`src/rtl/ifill_arb.sv`:
```
// rtl/ifill_arb.sv - arbitrates icache line fills and data accesses onto one nibble-wide memory port
// Fills are buffered whole, then replayed to the icache as one gap-free strobe burst.
module ifill_arb #(
  parameter int PA          = 22,
  parameter int RV          = 16,
  parameter int LINE_LENGTH = 4
) (
  input  logic                              clk,
  input  logic                              reset,
  input  logic                              i_req,
  input  logic                              i_pull,
  input  logic [PA-$clog2(LINE_LENGTH)-1:0] i_tag,
  output logic                              fill_busy,
  output logic                              wstrobe_d,
  output logic [3:0]                        dread,
  input  logic                              d_req,
  input  logic                              d_write,
  input  logic [PA-1:0]                     d_addr,
  input  logic [RV-1:0]                     d_wdata,
  output logic                              d_ack,
  output logic [RV-1:0]                     d_rdata,
  output logic                              mem_req,
  input  logic                              mem_gnt,
  output logic                              mem_write,
  output logic [PA-1:0]                     mem_addr,
  output logic                              mem_len,
  input  logic                              mem_strobe,
  input  logic [3:0]                        mem_rnib,
  output logic [3:0]                        mem_wnib
);

  localparam int OFFW = $clog2(LINE_LENGTH);
  localparam int CW   = $clog2(LINE_LENGTH * 2);
  localparam logic [CW-1:0] FILL_LAST = CW'(LINE_LENGTH * 2 - 1);
  localparam logic [CW-1:0] DATA_LAST = CW'(RV / 4 - 1);

  typedef enum logic [2:0] {IDLE, IREQ, IXFER, REPLAY, DREQ, DXFER, DONE} state_t;

  state_t                   state_q, state_d;
  logic [CW-1:0]            cnt_q, cnt_d;
  logic                     last_i_q, last_i_d;
  logic                     served_q, served_d;
  logic [PA-1:0]            addr_q, addr_d;
  logic                     write_q, write_d;
  logic [LINE_LENGTH*8-1:0] line_q, line_d;
  logic [RV-1:0]            rdata_q, rdata_d;
  logic                     fill_rq;
  logic                     pick_fill;

  assign fill_rq = i_req && i_pull;
  // Until anything has completed there is no "last served" side, so data takes the first tie.
  assign pick_fill = fill_rq && (!d_req || (served_q && !last_i_q));

  always_ff @(posedge clk or negedge reset) begin
    if (!reset) begin
      state_q  <= IDLE;
      cnt_q    <= '0;
      last_i_q <= 1'b0;
      served_q <= 1'b0;
      addr_q   <= '0;
      write_q  <= 1'b0;
      line_q   <= '0;
      rdata_q  <= '0;
    end else begin
      state_q  <= state_d;
      cnt_q    <= cnt_d;
      last_i_q <= last_i_d;
      served_q <= served_d;
      addr_q   <= addr_d;
      write_q  <= write_d;
      line_q   <= line_d;
      rdata_q  <= rdata_d;
    end
  end

  always_comb begin
    state_d  = state_q;
    cnt_d    = cnt_q;
    last_i_d = last_i_q;
    served_d = served_q;
    addr_d   = addr_q;
    write_d  = write_q;
    line_d   = line_q;
    rdata_d  = rdata_q;
    case (state_q)
      IDLE: begin
        if (fill_rq || d_req) begin
          cnt_d = '0;
          if (pick_fill) begin
            state_d = IREQ;
            addr_d  = {i_tag, {OFFW{1'b0}}};
            write_d = 1'b0;
          end else begin
            state_d = DREQ;
            addr_d  = d_addr & ~PA'(1);
            write_d = d_write;
          end
        end
      end
      IREQ: begin
        if (mem_gnt) begin
          state_d = IXFER;
          cnt_d   = '0;
        end
      end
      IXFER: begin
        if (mem_strobe) begin
          line_d[4*cnt_q +: 4] = mem_rnib;
          if (cnt_q == FILL_LAST) begin
            state_d = REPLAY;
            cnt_d   = '0;
          end else begin
            cnt_d = cnt_q + 1'b1;
          end
        end
      end
      REPLAY: begin
        if (cnt_q == FILL_LAST) begin
          state_d  = IDLE;
          cnt_d    = '0;
          last_i_d = 1'b1;
          served_d = 1'b1;
        end else begin
          cnt_d = cnt_q + 1'b1;
        end
      end
      DREQ: begin
        if (mem_gnt) begin
          state_d = DXFER;
          cnt_d   = '0;
        end
      end
      DXFER: begin
        if (mem_strobe) begin
          // Memory delivers the odd nibble of each byte first.
          if (!write_q) rdata_d[4*(cnt_q ^ CW'(1)) +: 4] = mem_rnib;
          if (cnt_q == DATA_LAST) begin
            state_d = DONE;
            cnt_d   = '0;
          end else begin
            cnt_d = cnt_q + 1'b1;
          end
        end
      end
      DONE: begin
        state_d  = IDLE;
        last_i_d = 1'b0;
        served_d = 1'b1;
      end
      default: state_d = IDLE;
    endcase
  end

  always_comb begin
    mem_req   = (state_q == IREQ) || (state_q == DREQ);
    mem_len   = (state_q == IREQ) || (state_q == IXFER) || (state_q == REPLAY);
    mem_write = write_q;
    mem_addr  = addr_q;
    fill_busy = (state_q == IREQ) || (state_q == IXFER) || (state_q == REPLAY);
    wstrobe_d = (state_q == REPLAY);
    d_ack     = (state_q == DONE);
    d_rdata   = rdata_q;
    dread     = 4'h0;
    mem_wnib  = 4'h0;
    if (state_q == REPLAY) dread = line_q[4*cnt_q +: 4];
    if (state_q == DXFER && write_q) mem_wnib = d_wdata[4*(cnt_q ^ CW'(1)) +: 4];
  end

endmodule

```
`config.mk`:
```
export PLATFORM = sky130hd
export DESIGN_NAME = ifill_arb
export DESIGN_NICKNAME = d
export VERILOG_FILES = /design/src/rtl/ifill_arb.sv
export SDC_FILE = /design/constraint.sdc
export NUM_CORES = 1
export LEC_CHECK = 0
export ABC_AREA = 1
export CORE_MARGIN = 8
export CORE_UTILIZATION = 44
export CTS_BUF_LIST = sky130_fd_sc_hd__clkbuf_4 sky130_fd_sc_hd__clkbuf_8 sky130_fd_sc_hd__clkbuf_16
export DETAILED_ROUTE_END_ITERATION = 8
export PLACE_DENSITY = 0.75
export SYNTH_ARGS = -nofsm -noshare
export SYNTH_HDL_FRONTEND = slang
export SYNTH_SLANG_ARGS = --single-unit
export TNS_END_PERCENT = 5
```
`constraint.sdc`:
```
create_clock -name clk -period 2.34 [get_ports clk]
set_input_delay 0.234 -clock clk [delete_from_list [all_inputs] [get_ports clk]]
set_output_delay 0.234 -clock clk [all_outputs]
set_load 0.05 [all_outputs]
```
# Yosys cells after proc, flatten, opt, wreduce, memory -nomap -nowiden
# Cells that the tools add are included.
# totals
regBits,79
input_bits,70
# op_classes
addsub,3
eq_ne,17
shift,6
muxes,26
n_bitwise,2
reduce_logical,21
# ops
op,count
negation 5 -> 34 bit,2
2-to-1 mux 3 bit,15
variable shift 4 x 34 -> 16 bit (first input constant),1
variable shift 4 x 34 -> 32 bit (first input constant),1
indexed part select 4 x 34 -> 16 bit,1
indexed part select 4 x 34 -> 32 bit,1
bitwise mux 32 bit,1
indexed part select 32 x 6 -> 4 bit,1
2-to-1 mux 22 bit,1
one-hot mux 3 bit (6 select lines),1
bitwise mux 16 bit,1
indexed part select 16 x 6 -> 4 bit,1
one-hot mux 3 bit (5 select lines),1
!= test 2 bit (second input constant),7
equality test 3 bit (second input constant),4
equality test 3 x 2 -> 1 bit (second input constant),3
2-to-1 mux 4 bit,2
AND reduction 8 bit,1
AND reduction 2 bit,3
logical OR 1 bit,5
AND reduction 5 bit,1
nonzero test 5 bit,1
logical AND 1 bit,4
!= test 2 x 1 -> 1 bit (second input constant),2
other kinds (10),14

# Longest topological paths before layout
# Gate-level depths: netlist of run 1.
# depth
ltp_word,7
mapped_depth,10
depth_no_buf,9

# Worst setup path after synthesis of run 1
# No wires, ideal clock.
# synth_timing
path_type,reg2out
start,reg state_q[2]
end,out dread[0]
arrival_ps,2227
t_required_ps,2106
setup_slack_ps,-121
path_stages_with_launch,6
n_path_buf,0
cell_sequence,dfrtp_1 > inv_2 > nand2_1 > nor2_1 > nand2_1 > nor2_1
# synth_via
elab_chain_cells,2
# synth_rtl
item,line,rtl
"start, declared",39,"state_t state_q, state_d;"
"start signal, assigned",65,state_q <= state_d;
equality test 3 x 2 -> 1 bit,--,
named net wstrobe_d,14,"output logic wstrobe_d,"
2-to-1 mux 4 bit,165,if (state_q == REPLAY) dread = line_q[4*cnt_q +: 4];
"end, declared",15,"output logic [3:0] dread,"
# The timed path passes the listed nets, and every way through them passes these cells.

# Worst setup path in the final report of run 1
# layout_timing
start,reg state_q[1]
end,out mem_wnib[0]
# layout_via
elab_chain_cells,3
# layout_rtl
item,line,rtl
equality test 3 bit,166,if (state_q == DXFER && write_q) mem_wnib = d_wdata[4*(cnt_q ^ CW'(1)) +: 4];
logical AND 1 bit,166,
2-to-1 mux 4 bit,166,
"end, declared",29,output logic [3:0] mem_wnib
# No other way between the ends.

==> impl_metrics.py, run 1 <==
metrics = {
    "sta": {
        "fin_crit_ns": 2.266,
        "tightest_slew_ns": 0.5400,
        "fin_skew_ns": 0.01525,
        "post-route-period-util": 0.9683,
        "hold_viol": 0,
        "clock.fmax_mhz": 441.3,
        "whs_ns": 0.4230,
        "maxSlewViolCount": 0,
        "slew_headroom": 0.6389,
        "layout_setup_ws_ns": 0.07409,
        "rsz0062_at_grt": "yes",
        "setup_viol": 0,
    },
    "power_and_ir_drop": {
        "p_per_area_nw_per_um2": 1152,
        "p_leak_uw": 0.002684,
        "ir_worst_vdd_mv": 0.7848,
    },
    "setup_path": {
        "critPathMaxFanout": 8,
        "end_kind": "primary output",
        "critPathKind": "reg2out",
        "required_ns": 2.11,
        "crit_path_start_kind": "flop",
        "worstPathArrival_ns": 2.03,
    },
    "yosys": {
        "syn-num-nets": 643,
        "netlist_instances": 561,
        "avgSynthCellArea_um2": 7.741,
        "synth_compound_area_frac": 0.1510,
        "synth_top_family_by_area": "simple AND/OR/NAND/NOR gates",
        "ys_async_sr_fraction": 1.000,
        "yosysWarnings": 0,
        "ys_seq_area_frac": 0.4494,
        "synthXorXnorAreaFrac": 0,
        "synthAdderAreaFrac": 0.03457,
        "synthSimpleGateAreaFrac": 0.3094,
        "synth_mux_area_frac": 0,
        "synth_enable_flop_cells": 0,
        "synth-seq-cells": 78,
        "synthFlopType": "dfrtp_1",
        "ys_types": 32,
        "syn_area_um2": 4343,
    },
    "placement": {
        "post_dp_cell_area_um2": 5757,
        "gp_congestion": 0.8747,
        "pre_cts_ws_ns": 0.3248,
        "hpwlAfterDp_um": 9756,
        "io_buffers": 119,
    },
    "clock_tree": {
        "post_cts_buffers": 0,
        "cts_sinks": 78,
        "cts-root-buf": "clkbuf_8",
        "clk_pin_slew_ns": 0.09,
        "clk_path_buf_depth": 2,
        "clk_latency_ns": 0.36,
        "cts-htree-levels": 3,
        "cts_inserted_buffers": 9,
        "cts_tree": "yes",
    },
    "routing": {
        "viasPerCell": 5.319,
        "firstDrtPassIters": 5,
        "wl_um": 13170,
        "ant_nets": 0,
        "route.detailed.drc": 0,
        "vias": 4340,
        "routedWlPerCell_um": 16.14,
        "drt_iter0_drc": 223,
    },
    "grt": {
        "grt_max_degree": 79,
        "grt_usage": 0.2037,
        "grt-ovfl-total": 0,
        "grt_pass1_wl_um": 21480,
        "antenna_found_initial": 0,
        "grt_pass1_vias": 4303,
    },
    "finish": {
        "final_core_util": 0.6186,
        "layout-drive-gt1-share": 0.09370,
        "final_nets": 760,
        "finalInstanceArea_um2": 5991,
        "areaGrowthSynthToFinish_pct": 37.94,
        "fill_cells": 855,
        "num_antenna_cells": 0,
    },
    "floorplanning": {
        "die_h_um": 115.4,
        "die_area_um2": 13310,
        "initial_core_util": 0.4484,
        "dieWidth_um": 115.4,
        "core_um2": 9684,
        "pin_count": 122,
        "row_count": 36,
    },
    "status": {
        "status": "finished clean",
    },
    "flow_run": {
        "drv_cap": 0,
    },
    "min_path": {
        "min_path_type": "in2async",
    },
}
-- layout by cell type (no fill, tap or decap), types with 2 or more instances in the layout --
cell type          n
nand4_4            4
nand2_2            3
buf_6              2
o21ai_0           58
nand4_2            2
nand4_1           12
clkbuf_4           2
nand3_1           47
nor2_1            90
nand2_1          122
buf_12             9
o211ai_1           4
clkdlybuf4s50_1  105
dlymetal6s2s_1     3
nor2_2             3
nor3_1             2
o22ai_1            4
o21ai_1            9
a21oi_1           48
dfrtp_1           78
ha_1              12
inv_1             21
buf_4             15
inv_2              3
clkbuf_8          11
-- sequential cells by signal (all words and copies together), names as in the netlist --
name and count:
line_q 32, mem_addr 21, d_rdata 16, cnt_q 3, state_q 3, last_i_q 1, mem_write 1, served_q 1
-- power by group --
part	total [µW]	switching, µW	internal [µW]
clock network	1080	503	574
registers	1880	224	1650
logic	3950	2710	1240
total	6900	3440	3460
-- worst paths after layout --
kind	from	endpoint	slack [ns]	cells past startpoint
hold reg to reg	served_q	served_q	0.46	2
min in group clk	d_addr[1]	mem_addr[1]	0.43	3
setup / recovery	state_q[1]	mem_wnib[0]	0.07	6
setup reg to reg	cnt_q[0]	line_q[18]	0.25	8
max in group asynchronous	reset	line_q[21]	1.55	3
hold / removal	reset	line_q[0]	0.42	3
-- cells by family (layout without fill, tap and decap cells) --
group / Yosys count / in the layout
AND/OR/NAND/NOR: 291 / 291
AO/OA/AOI/OAI: 125 / 125
flip-flops: 78 / 78
buffers and inverters: 54 / 176
adder cells (fa/ha/maj): 12 / 12
other: 1 / 1
-- per-layer routing --
| layer | GRT usage | wire length (µm) | up-vias |
|---|---|---|---|
| met1 | 0.2572 | 5502 | 2057 |
| met2 | 0.3287 | 6571 | 148 |
| met4 | 0.08056 | 291 | 0 |
| li1 | - | - | 2113 |
| met5 | 0 | 0 | - |
| met3 | 0.04779 | 801 | 22 |
-- repair_timing --
item | CTS | global route
endpoints found under the setup margin | 0 | 9
hold buffers | 1 | 0
gates resized for setup | 0 | 5
endpoints found under the hold margin | 78 | 0
-- through the flow --
stage	std cells	setup TNS (ns)	power (µW)
finish	816	0	6901
global route	816	-0.2237	7366
CTS	816	0	6915
detailed placement	799	0	5830
global placement	799	0	5768
floorplan	561	0	4585
-- critical path: stages (launching register included) --
cell and delay, ns:
dfrtp_1 0.51, inv_1 0.16, nand2_1 0.08, nor2_1 0.24, nand3_1 0.23, a21oi_1 0.27, buf_12 0.17
-- Yosys cell counts, types with 2 or more instances --
library cell	count	area (µm²)
a21oi_1	48	240.2
buf_2	7	35.03
buf_4	7	52.55
clkbuf_1	14	52.55
dfrtp_1	78	1952
ha_1	12	150.1
inv_1	21	78.83
inv_2	3	11.26
nand2_1	122	457.9
nand2_2	3	18.77
nand3_1	47	235.2
nand4_1	12	75.07
nand4_2	2	25.02
nand4_4	4	85.08
nor2_1	91	341.6
nor2_2	2	12.51
nor3_1	2	10.01
o211ai_1	4	30.03
o21ai_0	58	290.3
o21ai_1	9	45.04
o22ai_1	4	25.02
-- cell type report --
cell class              count  area [µm²]  share of cell area
clock buffers              13       166.4             0.02778
clock inverters             3       42.54            0.007101
inverters                  25       93.84             0.01566
multi-input cells         429        2156              0.3599
flip-flops and latches     78        1952              0.3258
well taps                 133       166.4             0.02778
repair buffers            135        1414              0.2360
Power figures use the tool's default switching activity.
==> run 2: changes to the inputs <==
- ABC_AREA: 1 -> 0
- CORE_UTILIZATION: 44 -> 43
- PLACE_DENSITY: 0.75 -> 0.74
==> impl_metrics.py, run 2 <==
metrics = {
    "finish": {
        "finalInstanceArea_um2": 5881,
        "final_cell_mix": "clkdlybuf4s50_1, dfrtp_1, nand2_1, nor2_1",
        "multi_input_area_um2": 2136,
        "largest_reg_flops": 32,
        "regMostFlops": "line_q",
        "stdcell_count": 648,
        "final_nets": 592,
        "layout_commonest_cell": "clkdlybuf4s50_1",
        "areaGrowthSynthToFinish_pct": 38.48,
        "layout-drive-gt1-share": 0.1981,
        "seqCellArea_um2": 1953,
        "num_antenna_cells": 0,
        "fill_cells": 794,
    },
    "flow_run": {
        "drv_cap": 0,
    },
    "sta": {
        "hold_viol": 0,
        "setup_viol": 0,
        "tightest_slew_ns": 0.6103,
        "fin_crit_ns": 2.212,
        "fin_skew_ns": 0.009060,
        "post-route-period-util": 0.9452,
        "layout_setup_ws_ns": 0.1282,
        "slew_headroom": 0.5931,
        "clock.fmax_mhz": 452.1,
        "fin_tns_setup_ns": 0,
        "rsz0062_at_grt": "no",
        "maxSlewViolCount": 0,
    },
    "clock_tree": {
        "cts-htree-levels": 3,
        "cts_inserted_buffers": 9,
        "cts-root-buf": "clkbuf_8",
        "clk_latency_ns": 0.35,
        "cts_sinks": 78,
        "clk_pin_slew_ns": 0.08,
        "clk_path_buf_depth": 2,
        "cts_tree": "yes",
    },
    "setup_path": {
        "crit_path_start_kind": "flop",
        "required_ns": 2.11,
        "crit_slowest_cell": "clkdlybuf4s50_1",
        "cp_common_cell": "nor2_1",
        "end_kind": "primary output",
        "worstPathArrival_ns": 1.98,
        "cp_num_buf_inv": 1,
        "slowest_delay_ns": 0.84,
        "critPathKind": "reg2out",
        "critPathMaxFanout": 12,
        "crit_family": "buffers and inverters",
        "path_cells": "nor2_1 -> nor2_1 -> clkdlybuf4s50_1",
    },
    "floorplanning": {
        "die_area_um2": 13310,
        "row_count": 36,
        "dieWidth_um": 115.4,
        "pin_count": 122,
        "core_um2": 9684,
        "initial_core_util": 0.4385,
        "die_h_um": 115.4,
    },
    "placement": {
        "post-place-cells": 631,
        "gp_congestion": 0.8656,
        "post_dp_cell_area_um2": 5642,
        "io_buffers": 119,
        "hpwlAfterDp_um": 8672,
        "pre_cts_ws_ns": 0.2571,
    },
    "grt": {
        "grt_usage": 0.1739,
        "grt-ovfl-total": 0,
        "antenna_found_initial": 0,
        "grt_pass1_vias": 3573,
        "grt_max_degree": 46,
        "grt_pass1_wl_um": 18100,
    },
    "routing": {
        "wl_um": 11380,
        "vias": 3418,
        "routed-wl-met2_um": 5925,
        "route.detailed.drc": 0,
        "ant_nets": 0,
        "wl_met3_um": 555,
        "viasPerCell": 5.275,
        "m1WireLength_um": 4705,
        "drt_iter0_drc": 224,
        "firstDrtPassIters": 4,
        "routed.top_layer": "met4",
        "routedWlPerCell_um": 17.56,
    },
    "yosys": {
        "yosysMostFrequentCell": "dfrtp_1",
        "synth-seq-cells": 78,
        "synth_area_leaders": "dfrtp_1, mux2_2, mux4_2, mux2i_1, ha_1",
        "ys_types": 47,
        "yosys.area.top_type": "dfrtp_1",
        "ys_async_sr_fraction": 1.000,
        "synthFlopType": "dfrtp_1",
        "avgSynthCellArea_um2": 10.97,
        "syn_area_um2": 4247,
        "netlist_instances": 387,
        "synth_common_cells": "dfrtp_1, nand2_1, nor2_1",
        "syn-num-nets": 469,
        "ys_seq_area_frac": 0.4596,
        "synth_enable_flop_cells": 0,
        "synth_top_area_frac": 0.4596,
        "yosysWarnings": 0,
    },
    "power_and_ir_drop": {
        "pwr-share-seq": 0.298,
        "p_clk_frac": 0.182,
        "p_per_area_nw_per_um2": 1072,
        "switchingPower_uw": 2767,
        "power.internal_uw": 3538,
        "p_leak_uw": 0.002562,
        "power_uw": 6305,
        "p_comb_frac": 0.520,
        "sw_frac_of_total": 0.4388,
        "ir_worst_vdd_mv": 0.4824,
    },
    "min_path": {
        "min_path_type": "in2async",
    },
    "status": {
        "status": "finished clean",
    },
}
-- run 2: cell type report --
class	instances	share of cell area
multi-input cells	274	0.3632
flip-flops and latches	78	0.3321
repair buffers	136	0.2306
well taps	133	0.02830
clock buffers	11	0.02468
clock inverters	5	0.01404
inverters	11	0.007021
-- run 2: what timing repair did --
item,CTS,global route
endpoints found under the setup margin,0,1
endpoints found under the hold margin,44,0
hold buffers,1,0
gates resized for setup,0,1
setup buffers,0,0
-- run 2: layer usage --
layer,vias up,GRT usage
met5,-,0
met4,0,0.05954
met3,12,0.03204
met2,76,0.3112
met1,1713,0.2032
li1,1617,-
-- run 2: cell families (layout without fill, tap and decap cells) --
logic type,Yosys count,in the layout,synth area share
and+or+nand+nor,129,129,0.1671
DFF,78,78,0.4596
AOI/OAI and AO/OA,67,67,0.1025
muxes,64,64,0.1950
buffers and inverters,35,163,0.03742
adders and majority gates,12,12,0.03536
other,1,1,0.0008831
xor gates and xnor gates,1,1,0.002063
-- run 2: power groups by stage --
stage	Combinational (µW)	Sequential (µW)	Clock, µW
after CTS	3300	1870	1170
after floorplan	1480	2630	0
final	3280	1880	1150
after global routing	3490	1920	1220
after global placement	3230	1890	0
after detailed placement	3290	1900	0
-- run 2: worst paths after layout --
path                             from          end  slack, ns  depth (start not counted)
min in group clk              d_write    mem_write       0.47                          3
hold reg to reg              served_q     served_q       0.47                          1
hold / removal                  reset   line_q[13]       0.43                          2
max in group asynchronous       reset  d_rdata[12]       1.31                          3
setup / recovery           state_q[1]    fill_busy       0.13                          3
setup reg to reg             cnt_q[0]   line_q[18]       0.19                          7
-- run 2: stage by stage --
| step | hold slack (ns) | util |
|---|---|---|
| 6_report | 0.4346 | 0.6072 |
| 3_5_place_dp | 0.2924 | 0.5826 |
| 2_1_floorplan | -0.06159 | - |
| 4_1_cts | 0.4529 | 0.6071 |
| 3_3_place_gp | 0.2885 | 0.5826 |
| 5_1_grt | 0.4849 | 0.6072 |
